### src/rtl/mdu_hilo_if.sv
// mdu_hilo_if: operand/control bundle between the register file, control unit and the multiply/divide unit.
interface mdu_hilo_if #(parameter int WIDTH = 32);
  logic start;
  logic [1:0] op;
  logic [WIDTH-1:0] a;
  logic [WIDTH-1:0] b;
  logic mthi;
  logic mtlo;
  logic busy;
  logic done;
  logic [WIDTH-1:0] hi;
  logic [WIDTH-1:0] lo;
  modport master (output start, op, a, b, mthi, mtlo, input busy, done, hi, lo);
  modport slave (input start, op, a, b, mthi, mtlo, output busy, done, hi, lo);
endinterface

### src/rtl/mdu_hilo.sv
// mdu_hilo: iterative MULT/MULTU/DIV/DIVU with architectural HI/LO and MTHI/MTLO.
// MDU_FAST_MUL_EN: MULT/MULTU use a combinational multiplier and finish in one cycle.
module mdu_hilo #(
  parameter int WIDTH = 32,
  parameter int CNT_W = 6
) (
  input logic clk,
  input logic reset_n,
  mdu_hilo_if.slave bus
);
  typedef enum logic [1:0] {IDLE, CALC, FIX} state_t;
  state_t state;
  logic [CNT_W-1:0] cnt;
  logic [2*WIDTH-1:0] acc;
  logic [WIDTH-1:0] m;
  logic [WIDTH-1:0] a_q;
  logic is_div;
  logic sa;
  logic sb;
  logic b_zero;
  logic signed_op;
  logic [WIDTH-1:0] mag_a;
  logic [WIDTH-1:0] mag_b;
  logic [WIDTH:0] sum;
  logic [WIDTH:0] shl;
  logic [WIDTH:0] trial;
  logic [2*WIDTH-1:0] acc_nx;
  logic [2*WIDTH-1:0] prod_s;
  logic [WIDTH-1:0] quo;
  logic [WIDTH-1:0] rem;
  logic [WIDTH-1:0] hi_fix;
  logic [WIDTH-1:0] lo_fix;
`ifdef MDU_FAST_MUL_EN
  logic [2*WIDTH-1:0] prod;
  assign prod = {{WIDTH{1'b0}}, mag_a} * {{WIDTH{1'b0}}, mag_b};
`endif
  assign signed_op = ~bus.op[0];
  assign mag_a = (signed_op && bus.a[WIDTH-1]) ? -bus.a : bus.a;
  assign mag_b = (signed_op && bus.b[WIDTH-1]) ? -bus.b : bus.b;
  // acc holds {partial product, multiplier} for multiply and {remainder, dividend} for divide
  assign sum = {1'b0, acc[2*WIDTH-1:WIDTH]} + {1'b0, (acc[0] ? m : {WIDTH{1'b0}})};
  assign shl = {acc[2*WIDTH-1:WIDTH], acc[WIDTH-1]};
  assign trial = shl - {1'b0, m};
  assign acc_nx = is_div ? (trial[WIDTH] ? {shl[WIDTH-1:0], acc[WIDTH-2:0], 1'b0}
                                         : {trial[WIDTH-1:0], acc[WIDTH-2:0], 1'b1})
                         : {sum, acc[WIDTH-1:1]};
  assign prod_s = (sa ^ sb) ? -acc : acc;
  assign quo = acc[WIDTH-1:0];
  assign rem = acc[2*WIDTH-1:WIDTH];
  // a zero divisor yields all-ones quotient and the untouched dividend as remainder
  assign hi_fix = is_div ? (b_zero ? a_q : (sa ? -rem : rem)) : prod_s[2*WIDTH-1:WIDTH];
  assign lo_fix = is_div ? (b_zero ? {WIDTH{1'b1}} : ((sa ^ sb) ? -quo : quo)) : prod_s[WIDTH-1:0];
  always_ff @(posedge clk or negedge reset_n)
    if (!reset_n) begin
      state <= IDLE;
      cnt <= '0;
      acc <= '0;
      m <= '0;
      a_q <= '0;
      is_div <= 1'b0;
      sa <= 1'b0;
      sb <= 1'b0;
      b_zero <= 1'b0;
      bus.busy <= 1'b0;
      bus.done <= 1'b0;
      bus.hi <= '0;
      bus.lo <= '0;
    end else begin
      bus.done <= 1'b0;
      case (state)
        IDLE:
          if (bus.start) begin
            m <= bus.op[1] ? mag_b : mag_a;
            a_q <= bus.a;
            is_div <= bus.op[1];
            sa <= signed_op & bus.a[WIDTH-1];
            sb <= signed_op & bus.b[WIDTH-1];
            b_zero <= bus.b == '0;
            cnt <= '0;
            bus.busy <= 1'b1;
`ifdef MDU_FAST_MUL_EN
            acc <= bus.op[1] ? {{WIDTH{1'b0}}, mag_a} : prod;
            state <= bus.op[1] ? CALC : FIX;
`else
            acc <= {{WIDTH{1'b0}}, (bus.op[1] ? mag_a : mag_b)};
            state <= CALC;
`endif
          end else begin
            if (bus.mthi) bus.hi <= bus.a;
            if (bus.mtlo) bus.lo <= bus.a;
          end
        CALC: begin
          acc <= acc_nx;
          cnt <= cnt + 1'b1;
          if (cnt == CNT_W'(WIDTH - 1)) state <= FIX;
        end
        FIX: begin
          bus.hi <= hi_fix;
          bus.lo <= lo_fix;
          bus.done <= 1'b1;
          bus.busy <= 1'b0;
          state <= IDLE;
        end
        default: state <= IDLE;
      endcase
    end
endmodule

### src/flat_wrapper.sv
// flat-port wrapper written by rule: the top's interface ports become plain ports
module mdu_hilo_flat 
#(
  parameter int WIDTH = 32,
  parameter int CNT_W = 6
)
  (clk, reset_n, bus_start, bus_op, bus_a, bus_b, bus_mthi, bus_mtlo, bus_busy, bus_done, bus_hi, bus_lo);
  mdu_hilo_if #(.WIDTH(WIDTH)) bus_i ();
  input logic clk;
  input logic reset_n;
  input wire logic [$bits(bus_i.start)-1:0] bus_start;
  input wire logic [$bits(bus_i.op)-1:0] bus_op;
  input wire logic [$bits(bus_i.a)-1:0] bus_a;
  input wire logic [$bits(bus_i.b)-1:0] bus_b;
  input wire logic [$bits(bus_i.mthi)-1:0] bus_mthi;
  input wire logic [$bits(bus_i.mtlo)-1:0] bus_mtlo;
  output wire logic [$bits(bus_i.busy)-1:0] bus_busy;
  output wire logic [$bits(bus_i.done)-1:0] bus_done;
  output wire logic [$bits(bus_i.hi)-1:0] bus_hi;
  output wire logic [$bits(bus_i.lo)-1:0] bus_lo;
  assign bus_i.start = bus_start;
  assign bus_i.op = bus_op;
  assign bus_i.a = bus_a;
  assign bus_i.b = bus_b;
  assign bus_i.mthi = bus_mthi;
  assign bus_i.mtlo = bus_mtlo;
  assign bus_busy = bus_i.busy;
  assign bus_done = bus_i.done;
  assign bus_hi = bus_i.hi;
  assign bus_lo = bus_i.lo;
  mdu_hilo #(.WIDTH(WIDTH), .CNT_W(CNT_W)) u_core (.clk(clk), .reset_n(reset_n), .bus(bus_i));
endmodule
### config.mk
export PLATFORM = sky130hd
export DESIGN_NAME = mdu_hilo_flat
export DESIGN_NICKNAME = d
export VERILOG_FILES = /design/src/rtl/mdu_hilo_if.sv /design/src/rtl/mdu_hilo.sv /design/src/flat_wrapper.sv
export SDC_FILE = /design/constraint.sdc
export NUM_CORES = 1
export LEC_CHECK = 0
export ABC_CLOCK_PERIOD_IN_PS = 4100
export BUFFER_PORTS_ARGS = -buffer_cell sky130_fd_sc_hd__buf_2
export CAP_MARGIN = 20
export CORE_MARGIN = 3
export CORE_UTILIZATION = 40
export CTS_BUF_LIST = sky130_fd_sc_hd__clkbuf_16
export CTS_CLUSTER_SIZE = 16
export DETAILED_ROUTE_END_ITERATION = 16
export PLACE_DENSITY = 0.6
export SKIP_LAST_GASP = 1
export SLEW_MARGIN = 0
export SYNTH_ARGS = -nofsm -noshare
export SYNTH_HDL_FRONTEND = slang
export SYNTH_SLANG_ARGS = --single-unit
export TNS_END_PERCENT = 5
### constraint.sdc
create_clock -name clk -period 4.1 [get_ports clk]
set_clock_uncertainty 0.2 [all_clocks]
set_input_delay 0.82 -clock clk [delete_from_list [all_inputs] [get_ports clk]]
set_output_delay 0.82 -clock clk [all_outputs]
set_load 0.1 [all_outputs]
# Word level (Yosys, flattened, before mapping)
# Cells that the tools add are included.
[word_totals]
mem_count = 0
output_inout_bits = 66
in_bits = 71
rom_bits = 0
regBits = 206
word_cells = 75
ramBits = 0
latch_bits = 0
[op_classes]
magnitude_cmp = 0
eq_ne = 8
shifts = 0
mul = 0
bitwise_logic = 4
muxes = 30
reduce_logical = 12
div_mod_pow = 0
n_addsub = 8
[ops]
columns = ["operator", "count"]
rows = [
  ["32-bit 2-to-1 mux", 15],
  ["64-bit 2-to-1 mux", 4],
  ["32-bit negator", 4],
  ["32-bit one-hot mux with 2 select lines", 2],
  ["64-bit one-hot mux with 2 select lines", 1],
  ["64-bit negator", 1],
  ["32-bit by 32-bit adder with 33-bit output", 1],
  ["33-bit by 32-bit subtractor with 33-bit output", 1],
  ["32-bit zero test", 1],
  ["6-bit one-hot mux with 2 select lines", 1],
  ["2-bit inequality test, second input constant", 4],
  ["2-bit AND reduction", 4],
  ["6-bit by 1-bit adder with 6-bit output, second input constant", 1],
  ["6-bit by 5-bit equality test with 1-bit output, second input constant", 1],
  ["6-bit 2-to-1 mux", 1],
  ["3-bit AND reduction", 2],
  ["2-bit 2-to-1 mux", 2],
  ["2-bit one-hot mux with 2 select lines", 1],
  ["2-bit nonzero test", 2],
  ["1-bit AND", 2],
  ["2-bit by 1-bit equality test with 1-bit output, second input constant", 1],
  ["2-bit equality test, second input constant", 1],
  ["1-bit logical AND", 2],
  ["2-bit zero test", 1],
  ["5 further kinds", 6],
]

# Logic depth before layout (Yosys ltp)
# Gate-level depths: netlist of the first run.
[logic_depth]
depth_word = 6
mapped_depth = 14
depth_no_buf = 13

# Least setup slack after synthesis of the first run
# OpenSTA, ideal clock, no wires.
[synth_path]
kind = "register to register"
start = "register u_core.acc[0]"
end = "register u_core.acc[59]"
synth_period_minus_slack_ps = 3450
slack_ps = 650
arrival_ps = 3124
stages_incl_launch_ff = 14
setup_time_ps = 126
required_ps = 3774
path_cell_list = "dfrtp_1 inv_1 clkbuf_1 nor2_1 ha_1 o21a_1 o21ai_0 a21oi_1 o21ai_0 o31ai_1 a31oi_1 o31a_1 xnor2_1 a221o_1"
[synth_between]
elab_chain_cells = 4
[synth_rtl]
columns = ["item", "line_no", "source"]
rows = [
  ["from (decl)", "mdu_hilo.sv:14", "logic [2*WIDTH-1:0] acc;"],
  ["from (signal assigned)", "mdu_hilo.sv:85", "acc <= {{WIDTH{1'b0}}, (bus.op[1] ? mag_a : mag_b)};"],
  ["from (signal assigned)", "mdu_hilo.sv:93", "acc <= acc_nx;"],
  ["32-bit 2-to-1 mux", "mdu_hilo.sv:41", "assign sum = {1'b0, acc[2*WIDTH-1:WIDTH]} + {1'b0, (acc[0] ? m : {WIDTH{1'b0}})};"],
  ["32-bit by 32-bit adder with 33-bit output", "mdu_hilo.sv:41", ""],
  ["64-bit 2-to-1 mux", "mdu_hilo.sv:44", "assign acc_nx = is_div ? (trial[WIDTH] ? {shl[WIDTH-1:0], acc[WIDTH-2:0], 1'b0}"],
  ["64-bit one-hot mux with 2 select lines", "mdu_hilo.sv:70", "case (state)"],
]
# No other way between the ends.
# A chain may end at the register's enable or synchronous reset.

# Worst setup path after layout of the first run
[layout_path]
start = "register u_core.acc[0]"
end = "register u_core.acc[58]"
# The elaborated chain is that of the path after synthesis.

==> results.cfg, run 1 <==
[routing]
dr.pass1.iters = 6
drtIter0Drc = 1879
viasPerCell = 6.17
drc = 0
routedWlPerCell_um = 23.6
via_count = 17356
routed_wl_mm = 66.5
ant_nets = 0

[timing]
fin_ws_ps = 256
holdWs_ps = 113
fin_setup_tns_ps = 0
period_minus_slack_ps = 3840
finalHoldViolations = 0
maxSlewHeadroom_pct = 26.6
rsz0062_at_grt = no
fmax_mhz = 260
drv_slew = 0
fin_crit_sh_pct = 93.8
tightestPinTransition_ps = 1100
setup_viol_count_final = 0

[yosys]
syn_avg_cell_area_um2 = 7.86
syn-num-nets = 2315
syn-cell-area_mm2 = 0.0171
synthTopCellsByArea = dfrtp_1 (30%), o21ai_0 (6.5%), a21oi_1 (6.3%), xor2_1 (5.1%), ha_1 (5.1%)
syn_inst = 2173
synth_seq_cells = 206
ys_warn_count = 0
synth_ff_type = dfrtp_1
synth_top_area_share_pct = 30.2
synthDistinctLibCells = 82
synth.largest_area_cell = dfrtp_1
synth_enable_flop_cells = 0
async_reset_ff_share_pct = 100
seq_area_frac_synth_pct = 30.2

[clock_network]
cts.sinks = 206
tritoncts.num_buffers = 24
clk_pin_slew_ps = 60
clock_latency_ps = 570
htree_num_levels = 1
cts_tree = yes
clk_path_buf_depth = 3
cts_root_buffer = clkbuf_16

[run]
cap_violations = 0

[floorplan]
die_w_um = 213
initial_core_util_pct = 40.6
fp.dieH_um = 213
core_area_mm2 = 0.0420
io_pins = 137
die-area_mm2 = 0.0452
rows = 75

[critical_path]
rr_endpoint = u_core.acc[58]
critPathMaxFanout = 10
cp-end-kind = flop
crit_chain = inv_1 > buf_4 > nor2_1 > ha_1 > a21oi_1 > o21ai_0 > a22oi_1 > buf_4 > nand2_1 > o31ai_1 > buf_4 > o21ai_0 > buf_4 > mux2i_1 > a31o_2 > o211ai_1
cp-start-kind = flop
reg2reg_slack_ps = 260
r2r-start = u_core.acc[0]
required_ps = 4320
cpMostUsedCell = buf_4
r2r_cells = 16
cp.arrival_ps = 4070
cp_slowest_cell = dfrtp_1
max_stage_delay_ps = 410
setup.worst_path.class = reg2reg

[power]
ir_drop_mv = 0.473
switching_power_mw = 8.15
pwr-share-seq_pct = 22.8
p_int_mw = 7.43
power_frac_comb_pct = 63.3
p_clk_share_pct = 14.0
switching_share_pct = 52.3
total_power_mw = 15.6
leakagePower_nw = 8.49
power_density_mw_per_mm2 = 807

[outcome]
outcome = completed

[final_layout]
final_util_pct = 45.9
fin_nets = 2399
syn_to_final_growth_pct = 13.1
mostFrequentLayoutCell = nand2_1
final_area_mm2 = 0.0193
layout_common_cells = nand2_1 (226), o21ai_0 (221), a21oi_1 (214), nor2_1 (212), dfrtp_1 (205)
final_cells = 2815
layout-drive-gt1-share_pct = 14.1

[global_routing]
grt_pass1_vias = 16608
grt_max_degree = 102
grt_util_all_layers_pct = 28.6
grt_pass1_wl_mm = 99.7
overflow = 0
antenna_found_initial = 2

[place]
io_buffers = 136
gp_congestion = 0.956
dpl_cell_area_mm2 = 0.0185
preCtsSetupSlack_ps = 180
place_inst = 2769
dp_hpwl_mm = 50.6

[hold_path]
hp-class = in2async
[layer usage]
layer	track usage (%)	vias up	wire length [um]
li1	-	8006	-
met1	39.1	8493	28100
met2	46.2	722	30300
met3	4.14	133	5090
met4	10.7	2	2970
met5	0	-	13
[worst max-delay path: cells and delay by family (launching register included)]
family | cells | cell delay [ps]
AOI/OAI and AO/OA | 7 | 1270
muxes | 1 | 180
buffers and inverters | 5 | 1100
DFF | 1 | 410
and+or+nand+nor | 2 | 190
adders and majority gates | 1 | 360
[power by group through the flow]
stage	Combinational, mW	Sequential, mW	Clock [mW]
after floorplan	6.10	4.28	0
after global routing	10.7	3.62	2.28
after CTS	9.72	3.52	2.19
final	9.86	3.55	2.18
after detailed placement	9.66	3.55	0
after global placement	9.61	3.54	0
[final cells by class]
| class | count | area, um2 |
|---|---|---|
| fill | 4232 | 22700 |
| multi-input combinational | 1737 | 11100 |
| sequential | 206 | 5160 |
| timing repair buffer | 215 | 1320 |
| tap | 539 | 674 |
| clock buffer | 24 | 601 |
| inverter | 73 | 274 |
| clock inverter | 20 | 173 |
| antenna | 1 | 2.50 |
[how the worst max path moves through the flow]
stage	start	end	slack, ps	cells after the start
6_report	u_core.acc[0]	u_core.acc[58]	260	16
5_1_grt	u_core.acc[0]	u_core.bus.hi[16]	20	11
4_1_cts	u_core.acc[31]	u_core.acc[38]	170	14
3_5_place_dp	u_core.acc[31]	u_core.acc[38]	180	14
3_3_place_gp	u_core.acc[31]	u_core.acc[41]	260	14
2_1_floorplan	u_core.acc[0]	u_core.acc[59]	650	13
[logic make-up (layout without fill, tap and decap cells)]
logic type      after synthesis  in the layout  share of synthesized area (%)
compound gates              744            744                           26.8
simple gates                651            651                           17.9
buf+inv                     230            332                           5.16
flops                       206            206                           30.2
xor+xnor                    190            190                           9.74
mux                          81             81                           5.00
fa+ha+maj                    71             71                           5.29
other cells                   0              1                              0
[timing repair]
item                       in CTS  in global routing
setup endpoints to repair       0                  8
hold endpoints to repair        0                  0
resized for setup               0                  0
hold buffers                    0                  0
buffers inserted                0                  1
[synthesized netlist by cell type (21+ instances only)]
library cell and count:
nand2_1 227, o21ai_0 221, a21oi_1 214, nor2_1 212, dfrtp_1 206, clkbuf_1 141
xor2_1 100, xnor2_1 90, inv_1 73, ha_1 69, mux2i_1 46, mux2_2 35
o211ai_1 33, nor3_1 30, a21o_1 29, o22ai_1 29, a22oi_1 28, a31oi_1 28
nand3_1 25, o31ai_1 24, nor4_1 21
[flip-flops by register name (all words and copies together), names as in the netlist, 2 cells and up]
signal         flops
u_core.a_q        32
u_core.acc        64
u_core.bus.hi     32
u_core.bus.lo     32
u_core.cnt         6
u_core.m          32
u_core.state       2
Note: power is estimated with default switching activity, not from simulation.
==> run 2, diff against run 1 <==
--- a/config.mk
+++ b/config.mk
@@ -5,6 +5,7 @@
 export SDC_FILE = /design/constraint.sdc
 export NUM_CORES = 1
 export LEC_CHECK = 0
+export ABC_AREA = 1
 export ABC_CLOCK_PERIOD_IN_PS = 4100
 export BUFFER_PORTS_ARGS = -buffer_cell sky130_fd_sc_hd__buf_2
 export CAP_MARGIN = 20
==> results.cfg, run 2 <==
[outcome]
outcome = completed

[critical_path]
cp-start-kind = flop
worst-path-buf-inv = 3
max_stage_delay_ps = 570
crit_chain = buf_4 > nand2_1 > fa_1 > inv_1 > nand2_1 > o21ai_0 > nand2_1 > nand2_1 > nand2_1 > nand2_1 > nand2_1 > nand3_1 > nand3_1 > nand2_1 > inv_1 > nand2_1 > nand2_1
cp_slowest_cell = o21ai_0
required_ps = 4370
cp.arrival_ps = 3590
r2r_cells = 17
rr_endpoint = u_core.acc[53]
r2r-start = u_core.acc[0]
cp-end-kind = flop
reg2reg_slack_ps = 780
critical_path.top_delay_family = simple AND/OR/NAND/NOR gates
cpMostUsedCell = nand2_1
critPathMaxFanout = 34
setup.worst_path.class = reg2reg

[global_routing]
grt_max_degree = 94
grt_pass1_wl_mm = 135
grt_util_all_layers_pct = 33.4
antenna_found_initial = 3
grt_pass1_vias = 21653
overflow = 0

[timing]
tightestPinTransition_ps = 991
finalHoldViolations = 0
setup_viol_count_final = 0
rsz0062_at_grt = no
period_minus_slack_ps = 3320
fin_setup_tns_ps = 0
fin_ws_ps = 776
fin_crit_sh_pct = 81.1
drv_slew = 0
fmax_mhz = 301
maxSlewHeadroom_pct = 34.0
holdWs_ps = 82.5

[routing]
drc = 0
drtIter0Drc = 2893
dr.pass1.iters = 7
via_count = 23577
ant_nets = 0
viasPerCell = 5.60
routedWlPerCell_um = 21.7
routed_wl_mm = 91.3

[clock_network]
htree_num_levels = 1
clock_latency_ps = 580
clk_path_buf_depth = 3
hold_buffers = 0
tritoncts.num_buffers = 26
cts_tree = yes
cts_root_buffer = clkbuf_16
cts.sinks = 206
clk_pin_slew_ps = 60
post_cts_buffers = 0
postCtsResizedCells = 0

[yosys]
syn_inst = 3450
synth_top_family_by_area = simple AND/OR/NAND/NOR gates
synth_enable_flop_cells = 0
synth_top_area_share_pct = 25.6
synthDistinctLibCells = 53
yosys.area_share.simple_pct = 40.4
syn-num-nets = 3592
synth.top_cells.by_count = nand2_1 (1095), inv_1 (439), nor2_1 (415)
seq_area_frac_synth_pct = 25.6
synth_compound_area_share_pct = 15.2
async_reset_ff_share_pct = 100
synth_xor_area_share_pct = 3.05
synth_seq_cells = 206
synth.largest_area_cell = dfrtp_1
synth.mux.area_fraction_pct = 0
synth_ff_type = dfrtp_1
synthAdderAreaFrac_pct = 4.49
syn_avg_cell_area_um2 = 5.84
ys_warn_count = 0
yosysMostFrequentCell = nand2_1
syn-cell-area_mm2 = 0.0201
synthTopCellsByArea = dfrtp_1 (26%), nand2_1 (20%), nand3_1 (8.2%), inv_1 (8.2%), nor2_1 (7.7%)

[final_layout]
fin_nets = 3672
largest_register_ffs = 64
layout_common_cells = nand2_1 (1095), inv_1 (441), nor2_1 (411), nand3_1 (330), o21ai_0 (228)
largest_register = u_core.acc
syn_to_final_growth_pct = 11.0
final_area_mm2 = 0.0224
final_cells = 4212
mostFrequentLayoutCell = nand2_1
diodes = 0
layout-drive-gt1-share_pct = 7.75

[floorplan]
die-area_mm2 = 0.0531
initial_core_util_pct = 40.8
rows = 81
core_area_mm2 = 0.0494
die_w_um = 230
io_pins = 137
fp.dieH_um = 230

[power]
ir_drop_mv = 0.882
leakagePower_nw = 11.6
power_density_mw_per_mm2 = 1050

[place]
place_inst = 4166
dp_hpwl_mm = 72.0
dpl_cell_area_mm2 = 0.0215
preCtsSetupSlack_ps = 852
gp_congestion = 1.03
io_buffers = 136

[run]
cap_violations = 0

[hold_path]
hp-class = in2async
-- run 2: area by class of cell --
type,count,area (um2)
fill,5479,27000
multi-input combinational,2663,12700
sequential,206,5160
inverter,451,1690
timing repair buffer,182,1070
tap,664,831
clock buffer,26,651
clock inverter,20,213
-- run 2: logic make-up after synthesis --
group | Yosys count
fa+ha+maj | 71
flops | 206
compound gates | 558
buf+inv | 581
simple gates | 1964
xor+xnor | 70
-- run 2: worst register-to-register path, delay by kind of cell, from the launching register on --
kind / cells / cell delay (ps)
AO/OA/AOI/OAI: 1 / 570
adder cells (fa/ha/maj): 1 / 460
buffers and inverters: 3 / 540
flip-flops: 1 / 340
AND/OR/NAND/NOR: 12 / 1130
-- run 2: worst max-delay path by stage --
stage / startpoint / endpoint / cells after the start
4_1_cts: u_core.acc[0] / u_core.acc[53] / 17
6_report: u_core.acc[0] / u_core.acc[53] / 17
3_3_place_gp: bus_start / u_core.acc[5] / 8
3_5_place_dp: u_core.acc[0] / u_core.acc[53] / 17
2_1_floorplan: u_core.acc[0] / u_core.acc[53] / 20
5_1_grt: u_core.acc[0] / u_core.acc[47] / 15
-- run 2: layer usage --
layer	track usage, %	part of all wire (%)	vias to the layer above	routed length, um
li1	-	-	11265	-
met1	47.5	44	10935	39900
met2	49.6	42	1149	38300
met3	4.81	8.6	224	7900
met4	16.2	5.7	4	5180
met5	0	0.032	-	29
-- run 2: report_power, final --
group	switching, mW	internal [mW]	total (mW)
clock network	1.01	1.40	2.41
registers	1.37	3.05	4.42
logic	12.0	4.73	16.7
-- run 2: metrics by stage --
stage               utilization, %  power, mW
finish                        45.3       23.6
global route                  45.3       25.4
CTS                           45.3       23.2
detailed placement            43.5       20.7
global placement              43.5       20.7
floorplan                        -       16.1
